==> src/rtl/dcache_direct_mapped.sv <==
// Direct-mapped write-back, write-allocate data cache between the CPU load/store stage and 128-bit block memory.
// Optional hit/miss statistics counters are enabled with `define DCACHE_STATS_EN.
module dcache_direct_mapped #(
    parameter int INDEX_BITS = 3
) (
    input  logic         CLK,
    input  logic         RESET,
    input  logic         CPU_READ,
    input  logic         CPU_WRITE,
    input  logic [31:0]  CPU_ADDRESS,
    input  logic [31:0]  CPU_WRITEDATA,
    output logic [31:0]  CPU_READDATA,
    output logic         CPU_BUSYWAIT,
    output logic         MEM_READ,
    output logic         MEM_WRITE,
    output logic [27:0]  MEM_ADDRESS,
    output logic [127:0] MEM_WRITEDATA,
    input  logic [127:0] MEM_READDATA,
    input  logic         MEM_BUSYWAIT
`ifdef DCACHE_STATS_EN
    ,
    output logic [15:0]  HIT_COUNT,
    output logic [15:0]  MISS_COUNT
`endif
);

    localparam int LINES = 1 << INDEX_BITS;
    localparam int TAG_W = 28 - INDEX_BITS;

    typedef enum logic [1:0] {IDLE, WRITEBACK, FETCH} state_t;

    state_t state, next_state;
    logic   issued;

    logic [LINES-1:0] valid;
    logic [LINES-1:0] dirty;
    logic [TAG_W-1:0] tag_mem  [LINES];
    logic [127:0]     data_mem [LINES];

    logic [INDEX_BITS-1:0] idx;
    logic [TAG_W-1:0]      req_tag;
    logic [1:0]            word_sel;
    logic                  addr_unused;

    assign idx         = CPU_ADDRESS[3+INDEX_BITS:4];
    assign req_tag     = CPU_ADDRESS[31:4+INDEX_BITS];
    assign word_sel    = CPU_ADDRESS[3:2];
    assign addr_unused = ^CPU_ADDRESS[1:0];

    logic req_valid, hit, write_hit, wb_done, fill_done;

    assign req_valid = CPU_READ ^ CPU_WRITE;
    assign hit       = valid[idx] && (tag_mem[idx] == req_tag);
    assign write_hit = (state == IDLE) && CPU_WRITE && !CPU_READ && hit;
    assign wb_done   = (state == WRITEBACK) && issued && !MEM_BUSYWAIT;
    assign fill_done = (state == FETCH) && issued && !MEM_BUSYWAIT;

    always_comb begin
        next_state    = state;
        CPU_READDATA  = data_mem[idx][{word_sel, 5'b00000} +: 32];
        CPU_BUSYWAIT  = 1'b0;
        MEM_READ      = 1'b0;
        MEM_WRITE     = 1'b0;
        MEM_ADDRESS   = '0;
        MEM_WRITEDATA = '0;
        case (state)
            IDLE: begin
                if (req_valid && !hit) begin
                    CPU_BUSYWAIT = 1'b1;
                    next_state   = (valid[idx] && dirty[idx]) ? WRITEBACK : FETCH;
                end
            end
            WRITEBACK: begin
                CPU_BUSYWAIT  = 1'b1;
                MEM_WRITE     = 1'b1;
                MEM_ADDRESS   = {tag_mem[idx], idx};
                MEM_WRITEDATA = data_mem[idx];
                if (wb_done) next_state = FETCH;
            end
            FETCH: begin
                CPU_BUSYWAIT = 1'b1;
                MEM_READ     = 1'b1;
                MEM_ADDRESS  = {req_tag, idx};
                if (fill_done) next_state = IDLE;
            end
            default: next_state = IDLE;
        endcase
    end

    // Control state: FSM, handshake flag, per-line valid/dirty bits.
    always_ff @(posedge CLK) begin
        if (!RESET) begin
            state  <= IDLE;
            issued <= 1'b0;
            valid  <= '0;
            dirty  <= '0;
        end else begin
            state  <= next_state;
            issued <= (next_state != state) ? 1'b0 : (state != IDLE);
            if (write_hit) dirty[idx] <= 1'b1;
            if (wb_done)   dirty[idx] <= 1'b0;
            if (fill_done) begin
                valid[idx] <= 1'b1;
                dirty[idx] <= 1'b0;
            end
        end
    end

    // Line storage is never cleared; writes are suppressed while reset is asserted.
    always_ff @(posedge CLK) begin
        if (RESET) begin
            if (write_hit) data_mem[idx][{word_sel, 5'b00000} +: 32] <= CPU_WRITEDATA;
            if (fill_done) begin
                data_mem[idx] <= MEM_READDATA;
                tag_mem[idx]  <= req_tag;
            end
        end
    end

`ifdef DCACHE_STATS_EN
    logic post_fill;
    logic hit_inc, miss_inc;

    // The request that caused a fill hits on the cycle after FETCH; it is not a fresh hit.
    assign hit_inc  = (state == IDLE) && req_valid && hit && !post_fill;
    assign miss_inc = (state == IDLE) && (next_state != IDLE);

    always_ff @(posedge CLK) begin
        if (!RESET) begin
            post_fill  <= 1'b0;
            HIT_COUNT  <= '0;
            MISS_COUNT <= '0;
        end else begin
            post_fill <= fill_done;
            if (hit_inc && HIT_COUNT != 16'hFFFF)   HIT_COUNT  <= HIT_COUNT + 16'd1;
            if (miss_inc && MISS_COUNT != 16'hFFFF) MISS_COUNT <= MISS_COUNT + 16'd1;
        end
    end
`endif

endmodule

==> config.mk <==
export PLATFORM = sky130hd
export DESIGN_NAME = dcache_direct_mapped
export DESIGN_NICKNAME = d
export VERILOG_FILES = /design/src/rtl/dcache_direct_mapped.sv
export SDC_FILE = /design/constraint.sdc
export NUM_CORES = 1
export LEC_CHECK = 0
export ABC_AREA = 1
export CAP_MARGIN = 15
export CORE_MARGIN = 3
export CORE_UTILIZATION = 40
export DETAILED_ROUTE_END_ITERATION = 10
export PLACE_DENSITY = 0.62
export SLEW_MARGIN = 20
export SYNTH_ARGS = -nofsm -noshare
export SYNTH_HDL_FRONTEND = slang
export SYNTH_SLANG_ARGS = --single-unit
export TNS_END_PERCENT = 50
==> constraint.sdc <==
create_clock -name CLK -period 5.83 [get_ports CLK]
set_input_delay 1.166 -clock CLK [delete_from_list [all_inputs] [get_ports CLK]]
set_output_delay 1.166 -clock CLK [all_outputs]
set_load 0.01 [all_outputs]
== Word level (Yosys, flattened, before mapping) ==
Memory sizes are Yosys's and may differ from the RTL's.
Cells that the tools add are included.

* Logic and storage cells: 325
* Bits of input ports: 197
* Output and inout bits: 191
* Memories: 2
* RAM bits: 1,224
* Bits in registers: 19

{| class="wikitable"
|+ Memory list
! name !! depth !! width !! read ports !! clocked after memory_dff !! wr ports !! line !! text
|-
| data_mem || 8 || 128 || 1 || 0 || 1 || 38 || <nowiki>logic [127:0] data_mem [LINES];</nowiki>
|-
| tag_mem || 8 || 25 || 1 || 0 || 1 || 37 || <nowiki>logic [TAG_W-1:0] tag_mem [LINES];</nowiki>
|}

* Shifts and indexed selects: 3
* Muxes and demuxes: 156
* Order comparisons: 2
* $add $sub $neg: 1
* Equal/unequal tests: 4
* Bitwise gates (word level): 135
* Reductions and logical operators: 18

{| class="wikitable"
|+ Operators by type and width
! operator !! number
|-
| 2-to-1 mux 128 bit || 2
|-
| 2-to-1 mux 1 bit || 139
|-
| OR 1 bit || 128
|-
| variable shift 32 x 9 -> 128 bit, first input constant || 1
|-
| variable part select 128 x 8 -> 32 bit || 1
|-
| variable part select 32 x 9 -> 128 bit || 1
|-
| one-hot mux 28 bit (2 select lines) || 1
|-
| 2-to-1 mux 8 bit || 5
|-
| == test 25 bit || 1
|-
| AND 8 bit || 2
|-
| OR 8 bit || 2
|-
| logical AND 1 bit || 11
|-
| negation 7 -> 9 bit || 1
|-
| 2-to-1 mux 2 bit || 4
|-
| NOT 8 bit || 1
|-
| binary-select mux 1 bit (select 3 bit) || 2
|-
| one-hot mux 2 bit (3 select lines) || 1
|-
| less-than comparator 3 x 4 -> 1 bit, second input constant || 1
|-
| OR reduction 2 bit || 2
|-
| demux 1 bit (select 3 bit) || 1
|-
| greater-or-equal comparator 3 x 1 -> 1 bit, second input constant || 1
|-
| logical NOT 1 bit || 3
|-
| == test 2 x 1 -> 1 bit, second input constant || 1
|-
| == test 2 bit, second input constant || 1
|-
| 6 further kinds || 6
|}

== Depth between registers and ports, before layout ==
Gate-level depths: netlist of the first run.

* Depth in word-level cells: 12
* Depth in mapped cells: 25
* Gate-level depth less buffers: 22

== Worst setup path before layout of the first run ==
OpenSTA, ideal clock, no wires.

* Kind: input-to-reg
* Start: input CPU_ADDRESS[4]
* End: memory data_mem[3][100] (enable)
* Library setup time: 0.432 ns
* Stages: 17
* Slack: 1.004 ns
* Arrival: 4.394 ns
* Data required time: 5.398 ns
* Buffers on the path: 3
* Cells stage by stage: buf_2 > clkbuf_1 > or2_2 > nand3_1 > nand2_1 > nor2_1 > nand2_1 > nand2_1 > nand2_1 > nor2_1 > nand2_1 > nor2_1 > nand2_1 > inv_2 > buf_6 > nand4_4 > a21oi_1

* Word-level cells in the longest chain between the ends: 8
* Elaborated cells on any way between the ends: 10
* Those cells by class: 1 x eq/ne; 5 x mux; 1 x bitwise; 2 x reduce/logical; 1 x memory

{| class="wikitable"
|+ RTL lines
! item !! line !! text
|-
| start, declared || 10 || <nowiki>input logic [31:0] CPU_ADDRESS,</nowiki>
|-
| memory (8 x 25 bit) or binary-select mux 1 bit (select 3 bit) (tied branches) || n/a ||
|-
| == test 25 bit or 2-to-1 mux 1 bit (tied branches) || 53 || <nowiki>assign hit = valid[idx] && (tag_mem[idx] == req_tag);</nowiki>
|-
| logical AND 1 bit || 53 ||
|-
| logical AND 1 bit || 54 || <nowiki>assign write_hit = (state == IDLE) && CPU_WRITE && !CPU_READ && hit;</nowiki>
|-
| 2-to-1 mux 1 bit || 112 || <nowiki>if (write_hit) data_mem[idx][{word_sel, 5'b00000} +: 32] <= CPU_WRITEDATA;</nowiki>
|-
| 2-to-1 mux 1 bit || 111 || <nowiki>if (RESET) begin</nowiki>
|-
| 2-to-1 mux 128 bit (implied by the code) || 112 ||
|-
| OR 1 bit (no line) || n/a ||
|-
| end, declared || 38 ||
|}

Parallel ways exist; a longest one is shown, timed or not. The select of a mux whose other input is x is not followed.

== Final worst setup path of the first run ==
* Start: input CPU_ADDRESS[5]
* End: output CPU_READDATA[4]

* Word-level cells in the longest chain between the ends: 2

{| class="wikitable"
|+ RTL lines
! item !! line !! text
|-
| memory (8 x 128 bit) || n/a ||
|-
| variable part select 128 x 8 -> 32 bit || 60 || <nowiki>CPU_READDATA = data_mem[idx][{word_sel, 5'b00000} +: 32];</nowiki>
|-
| end, declared || 12 || <nowiki>output logic [31:0] CPU_READDATA,</nowiki>
|}

No other way between the ends.

==> impl_metrics.py, run 1 <==
metrics = {
    "synth": {
        "synth_most_common_cell": "edfxtp_1",
        "ys_types": 33,
        "synth_area_leaders": "edfxtp_1 (73%), nand2_1 (4.7%), inv_1 (3.3%)",
        "syn_inst": 3919,
        "dominantRegCellSynth": "edfxtp_1",
        "synth_adder_area_share_pct": 0.223,
        "synth-simple-area-share_pct": 9.83,
        "synth_seq_area_share_pct": 73.4,
        "yosysTopAreaCellShare_pct": 72.6,
        "synth_mux_area_share_pct": 0,
        "syn-mean-instance-area_um2": 12.9,
        "ys_warn_count": 0,
        "yosys.area.top_type": "edfxtp_1",
        "synth_edf_count": 1224,
        "synth_xor_area_share_pct": 0.0346,
        "synth_top_family_by_area": "compound AO/OA/AOI/OAI gates",
        "netlist_area_um2": 50600,
        "synth_nets": 4125,
        "synth-compound-area-share_pct": 11.1,
        "async_flop_share_pct": 0,
        "ys_ff_latch": 1243,
        "synth_commonest_cells": "edfxtp_1 (1224), nand2_1 (634), inv_1 (439), nor2_1 (198), a21oi_1 (166)",
    },
    "routing": {
        "route.detailed.drc": 0,
        "dr_wl_met2_mm": 77.3,
        "wl_met3_mm": 20.8,
        "vias": 35600,
        "viasPerCell": 5.76,
        "drt-pass1-iter-count": 5,
        "drt_iter0_markers": 5392,
        "routed_wl_mm": 175,
        "met1_length_mm": 68.2,
        "top_layer": "met5",
        "wl_per_cell_um": 28.3,
        "antenna_left": 0,
    },
    "job": {
        "drv_cap": 0,
    },
    "final_layout": {
        "instances_no_fill": 6171,
        "fillers": 10600,
        "areaGrowthSynthToFinish_pct": 23.9,
        "drive_above_1_share_pct": 10.9,
        "final_area_um2": 62700,
        "multi_input_area_um2": 11100,
        "nets": 4634,
        "seq_area_um2": 37100,
    },
    "pwr": {
        "power_frac_comb_pct": 8.4,
        "power.share.clock_pct": 41.3,
        "power.density_nw_per_um2": 311,
        "switchingPower_mw": 4.53,
        "p_int_mw": 14.9,
        "p_seq_share_pct": 50.3,
        "power.leakage_nw": 21.5,
        "p_sw_share_pct": 23.3,
        "peakVddDrop_mv": 0.270,
    },
    "clock_tree": {
        "cts-htree-levels": 4,
        "cts_tree": "built",
        "clk_latency_ns": 0.76,
        "clock-root-buffer": "clkbuf_16",
        "clock_path_buffers": 3,
        "clock_sinks": 1243,
        "cts_buffers": 130,
        "clk_pin_slew_ns": 0.06,
    },
    "sta": {
        "slew_violations": 0,
        "finalSetupViolCount": 0,
        "finalHoldViolCount": 0,
        "setup_ws_ns": 0.0387,
        "skew_ns": 0.0425,
        "fmax_mhz": 173,
        "layout_min_cycle_time_ns": 5.79,
        "tightest_slew_ns": 1.16,
        "finalCritPeriodShare_pct": 99.3,
        "slew_headroom_pct": 22.8,
        "rsz0062_at_grt": "true",
    },
    "placement": {
        "port-buffer-count": 385,
        "placed_area_um2": 58500,
        "place_congestion": 0.964,
        "placed_cells": 5931,
        "pre_cts_ws_ns": 0.0653,
        "dp_hpwl_mm": 116,
    },
    "run_status": {
        "outcome": "completed",
    },
    "floorplan": {
        "initial_core_util_pct": 40.6,
        "core-area_um2": 125000,
        "die_width_um": 362,
        "dieArea_um2": 131000,
        "top_level_ports": 388,
        "die_height_um": 362,
        "num_rows": 129,
    },
    "critical_path": {
        "timing.rr.start": "tag_mem[4][7]",
        "crit_required_ns": 4.66,
        "slowest_stage": "clkdlybuf4s50_1",
        "crit_path_cell_trace": "clkdlybuf4s50_1, nor2_2, inv_1, nor2_4, buf_12, nand2_1, nand4_1, inv_1, o21ai_1, a21oi_1, a21oi_1, clkdlybuf4s50_1",
        "cp_max_fo": 37,
        "endpoint_kind": "output pin",
        "cp.arrival_ns": 4.63,
        "critPathLaunch": "CPU_ADDRESS[5]",
        "slowest_delay_ns": 0.65,
        "worstSetupStartpointType": "primary input",
        "critPathKind": "in -> out",
    },
    "grt": {
        "track_usage_pct": 26.1,
        "overflow": 0,
        "antenna_found_initial": 14,
        "grt_max_degree": 115,
        "first_global_vias": 32900,
        "grt_pass1_wl_mm": 244,
    },
    "min_path": {
        "min-delay-path-class": "reg -> reg",
        "worstHoldStart": "dirty[0]",
    },
}
## critical path, delay by kind of cell
| kind | cells | cell delay, ns |
|---|---|---|
| buf+inv | 5 | 1.79 |
| simple gates | 4 | 1.04 |
| compound gates | 3 | 0.57 |
## per-layer routing
metal  vias up  track usage [%]
met5         -                0
met4        10             11.3
met3       360             7.32
met2      2121             39.2
met1     17600             35.6
li1      15400                -
## final cells by class
cell class	count	share of cell area [%]
clock inverters	70	1.02
well taps	1637	3.27
diodes	8	0.0319
clock buffers	160	5.54
multi-input cells	1981	17.8
flip-flops and latches	1243	59.3
inverters	453	2.74
repair buffers	619	10.4
## cell usage in the layout (no fill, tap or decap), types with 5 or more instances in the layout
cell type / synthesis / routed
ha_1: 9 / 9
bufinv_16: 0 / 8
nand4_1: 133 / 133
clkinv_1: 1 / 31
o21ai_1: 5 / 8
clkdlybuf4s50_1: 0 / 382
nand3_1: 162 / 161
a22oi_1: 103 / 103
clkbuf_1: 127 / 25
edfxtp_1: 1224 / 1224
a21oi_1: 166 / 134
buf_12: 0 / 71
nor2_2: 3 / 14
o211ai_1: 8 / 8
clkbuf_16: 0 / 135
buf_4: 9 / 165
inv_2: 13 / 13
o22ai_1: 71 / 71
clkinv_2: 0 / 18
nor2_1: 198 / 183
o21ai_0: 149 / 146
a22o_1: 157 / 157
nor3_1: 10 / 9
nand2_1: 634 / 634
inv_1: 439 / 434
diode_2: 0 / 8
clkinvlp_4: 0 / 6
a221oi_1: 150 / 150
a21oi_4: 0 / 32
or2_2: 5 / 5
dfxtp_1: 19 / 19
## path summary, 6_finish.rpt
path | cells after the start | slack, ns | endpoint
worst max-delay path | 12 | 0.04 | CPU_READDATA[4]
worst min register to register | 2 | 0.46 | dirty[0]
worst max register to register | 17 | 2.38 | data_mem[3][56]
worst min-delay path | 2 | 0.46 | dirty[0]
## logic make-up (layout without fill, tap and decap cells)
family          count (synthesis)  after routing
compound gates                815            815
xor+xnor                        2              2
fa+ha+maj                       9              9
buf+inv                       695           1302
flops                        1243           1243
other cells                     0              8
simple gates                 1155           1155
## metrics by stage
stage | hold slack [ns] | util [%] | setup TNS [ns] | power (mW)
2_1_floorplan | 0.425 | - | 0 | 10.7
3_3_place_gp | 0.438 | 47.0 | 0 | 11.6
3_5_place_dp | 0.449 | 47.0 | 0 | 11.6
4_1_cts | 0.459 | 50.3 | 0 | 19.5
5_1_grt | 0.468 | 50.3 | -0.119 | 20.0
6_report | 0.458 | 50.3 | 0 | 19.5
## sequential cells by signal, indices dropped and copies added, names as in the netlist
register  count
state         2
issued        1
tag_mem     200
data_mem   1024
dirty         8
valid         8
## timing repair
item,CTS,global route
hold endpoints to repair,0,0
hold buffers,0,0
setup buffers,0,2
endpoints found under the setup margin,0,8
gates resized for setup,0,3
## power by group through the flow
stage          sequential [mW]  combinational (mW)  clock (mW)
4_1_cts                   9.80                1.60        8.10
3_5_place_dp              9.99                1.59           0
6_report                  9.80                1.63        8.04
3_3_place_gp              9.99                1.58           0
2_1_floorplan             9.99               0.673           0
5_1_grt                   9.80                1.71        8.45
No activity file was read; power rests on OpenSTA's default activity.
==> run 2, diff against run 1 <==
--- a/config.mk
+++ b/config.mk
@@ -5,7 +5,6 @@
 export SDC_FILE = /design/constraint.sdc
 export NUM_CORES = 1
 export LEC_CHECK = 0
-export ABC_AREA = 1
 export CAP_MARGIN = 15
 export CORE_MARGIN = 3
 export CORE_UTILIZATION = 40
==> run 2 against run 1 <==
Critical path depth is 1 lower. Worst hold slack got worse by 0.0074 ns. Global-route usage up 0.87 points. Cell count down 15%. Utilization shrank 0.097 points. Sequential power about the same. Critical path type unchanged. Fmax increased by 2.5%. Register-to-register slack got worse by 0.61 ns. Combinational power is 3% lower.
==> impl_metrics.py, run 2 <==
metrics = {
    "synth": {
        "synth_seq_area_share_pct": 74.0,
        "synth_xor_area_share_pct": 0.279,
        "synth_top_family_by_area": "compound AO/OA/AOI/OAI gates",
        "ys_types": 61,
        "netlist_area_um2": 50200,
        "synth_area_leaders": "edfxtp_1 (73%), mux4_2 (3.3%), a22o_1 (3.0%)",
        "synth_edf_count": 1224,
        "synth-simple-area-share_pct": 4.15,
        "synth_commonest_cells": "edfxtp_1 (1224), a22o_1 (174), clkbuf_1 (150), mux2i_1 (134), nand2_1 (124)",
        "ys_warn_count": 0,
        "synth_mux_area_share_pct": 8.29,
        "synth_most_common_cell": "edfxtp_1",
        "yosysTopAreaCellShare_pct": 73.2,
        "synth_adder_area_share_pct": 0.224,
        "yosys.area.top_type": "edfxtp_1",
        "ys_ff_latch": 1243,
        "syn_inst": 2967,
        "synth-compound-area-share_pct": 11.2,
        "dominantRegCellSynth": "edfxtp_1",
        "async_flop_share_pct": 0,
        "syn-mean-instance-area_um2": 16.9,
        "synth_nets": 3173,
    },
    "routing": {
        "drt-pass1-iter-count": 7,
        "viasPerCell": 6.25,
        "antenna_left": 0,
        "drt_iter0_markers": 4913,
        "vias": 32700,
        "wl_per_cell_um": 34.1,
        "routed_wl_mm": 178,
        "route.detailed.drc": 0,
    },
    "sta": {
        "finalSetupViolCount": 0,
        "skew_ns": 0.0331,
        "slew_violations": 0,
        "setup_ws_ns": 0.181,
        "layout_min_cycle_time_ns": 5.65,
        "rsz0062_at_grt": "false",
        "tightest_slew_ns": 1.06,
        "finalHoldViolCount": 0,
        "fmax_mhz": 177,
        "finalCritPeriodShare_pct": 96.9,
        "slew_headroom_pct": 29.5,
    },
    "run_status": {
        "outcome": "completed",
    },
    "floorplan": {
        "num_rows": 129,
        "top_level_ports": 388,
        "core-area_um2": 124000,
        "dieArea_um2": 130000,
        "die_width_um": 360,
        "die_height_um": 360,
        "initial_core_util_pct": 40.4,
    },
    "critical_path": {
        "endpoint_kind": "output pin",
        "cp_max_fo": 38,
        "cp.arrival_ns": 4.48,
        "critPathKind": "in -> out",
        "worstSetupStartpointType": "primary input",
        "crit_required_ns": 4.66,
    },
    "pwr": {
        "power.density_nw_per_um2": 316,
        "p_total_mw": 19.7,
        "peakVddDrop_mv": 0.313,
        "power.leakage_nw": 19.9,
    },
    "clock_tree": {
        "clk_pin_slew_ns": 0.06,
        "clock_path_buffers": 3,
        "cts_buffers": 132,
        "cts-htree-levels": 4,
        "clk_latency_ns": 0.75,
        "cts_tree": "built",
        "cts-hold-fix-buffers": 0,
        "clock_sinks": 1243,
        "clock-root-buffer": "clkbuf_16",
    },
    "final_layout": {
        "final_common_cell": "edfxtp_1",
        "largest_register_ffs": 1024,
        "drive_above_1_share_pct": 18.4,
        "nets": 3701,
        "regMostFlops": "data_mem",
        "mostFrequentLayoutCells": "edfxtp_1 (1224), clkdlybuf4s50_1 (381), a22o_1 (174)",
        "fillers": 10100,
        "reg_top3": "data_mem x1024, tag_mem x200",
        "areaGrowthSynthToFinish_pct": 24.2,
    },
    "placement": {
        "port-buffer-count": 385,
        "dp_hpwl_mm": 117,
        "place_congestion": 0.860,
        "pre_cts_ws_ns": -0.181,
    },
    "grt": {
        "grt_pass1_wl_mm": 246,
        "first_global_vias": 31200,
        "grt_max_degree": 131,
        "overflow": 0,
        "antenna_found_initial": 15,
        "track_usage_pct": 27.0,
    },
    "min_path": {
        "min-delay-path-class": "reg -> reg",
    },
    "job": {
        "drv_cap": 0,
    },
}
[run 2: changes by cell type in the layout (fill, tap and decap cells not counted), moves of 62 or more]
| cell | previous run | this run |
|---|---|---|
| nand4_1 | 133 | 10 |
| nand3_1 | 161 | 24 |
| and2_1 | 0 | 82 |
| o21ai_0 | 146 | 84 |
| inv_1 | 434 | 8 |
| mux2_2 | 0 | 102 |
| mux4_2 | 0 | 73 |
| mux2i_1 | 0 | 133 |
| nor2_1 | 183 | 71 |
| nand2_1 | 634 | 124 |
[run 2: metal layers]
metal / vias up / routed length (um) / GRT usage (%)
li1: 13200 / - / -
met1: 16700 / 69700 / 37.7
met2: 2327 / 80600 / 41.1
met3: 376 / 21100 / 6.82
met4: 10 / 7030 / 9.54
met5: - / 63 / 0
[run 2: path summary, 6_finish.rpt]
path,from,end,slack (ns),cells past startpoint
worst max-delay path,CPU_ADDRESS[6],CPU_READDATA[10],0.18,11
worst max register to register,tag_mem[6][5],data_mem[0][90],1.77,13
worst min-delay path,valid[3],valid[3],0.45,1
worst min register to register,valid[3],valid[3],0.45,1
[run 2: logic make-up after synthesis]
| kind of cell | after synthesis |
|---|---|
| xor gates and xnor gates | 16 |
| AOI/OAI and AO/OA | 749 |
| DFF | 1243 |
| and+or+nand+nor | 416 |
| adders and majority gates | 9 |
| buffers and inverters | 224 |
| muxes | 310 |
[run 2: repair_timing]
item	4_1_cts	5_1_grt
setup buffers	0	0
gates resized for setup	3	2
pin swaps	0	1
endpoints found under the setup margin	1	1
hold endpoints to repair	0	0
[run 2: power breakdown]
group	switching [mW]	internal, mW	leakage (nW)
combinational	0.972	0.605	7.10
clock	3.44	4.87	2.04
sequential	0.00536	9.81	10.8
total	4.42	15.3	19.9
[run 2: worst max-delay path: stages]
cell and delay, ns:
buf_8 0.20, buf_12 0.21, buf_12 0.16, nor2_4 0.08, buf_4 0.59, a22oi_1 0.14, o22ai_1 0.71, o21ai_0 0.23
o21ai_0 0.21, buf_4 0.18, clkdlybuf4s50_1 0.55
[run 2: cell type report]
type                    instances  area, um^2  share of cell area, %
well taps                    1637        2050                   3.29
diodes                          1        2.50                0.00402
clock inverters                67         801                   1.29
clock buffers                 162        3440                   5.52
inverters                      12        46.3                 0.0743
multi-input cells            1500       12700                   20.3
flip-flops and latches       1243       37100                   59.6
repair buffers                606        6170                   9.91
[run 2: metrics by stage]
stage          TNS (ns)  area, um^2  instances  hold WS (ns)  util [%]
3_3_place_gp     -0.166       58000       4997         0.428      46.7
3_5_place_dp     -0.181       58000       4997         0.440      46.7
5_1_grt               0       62300       5227         0.476      50.2
4_1_cts               0       62300       5226         0.452      50.2
2_1_floorplan         0       50200       2967         0.421         -
6_report              0       62300       5228         0.451      50.2
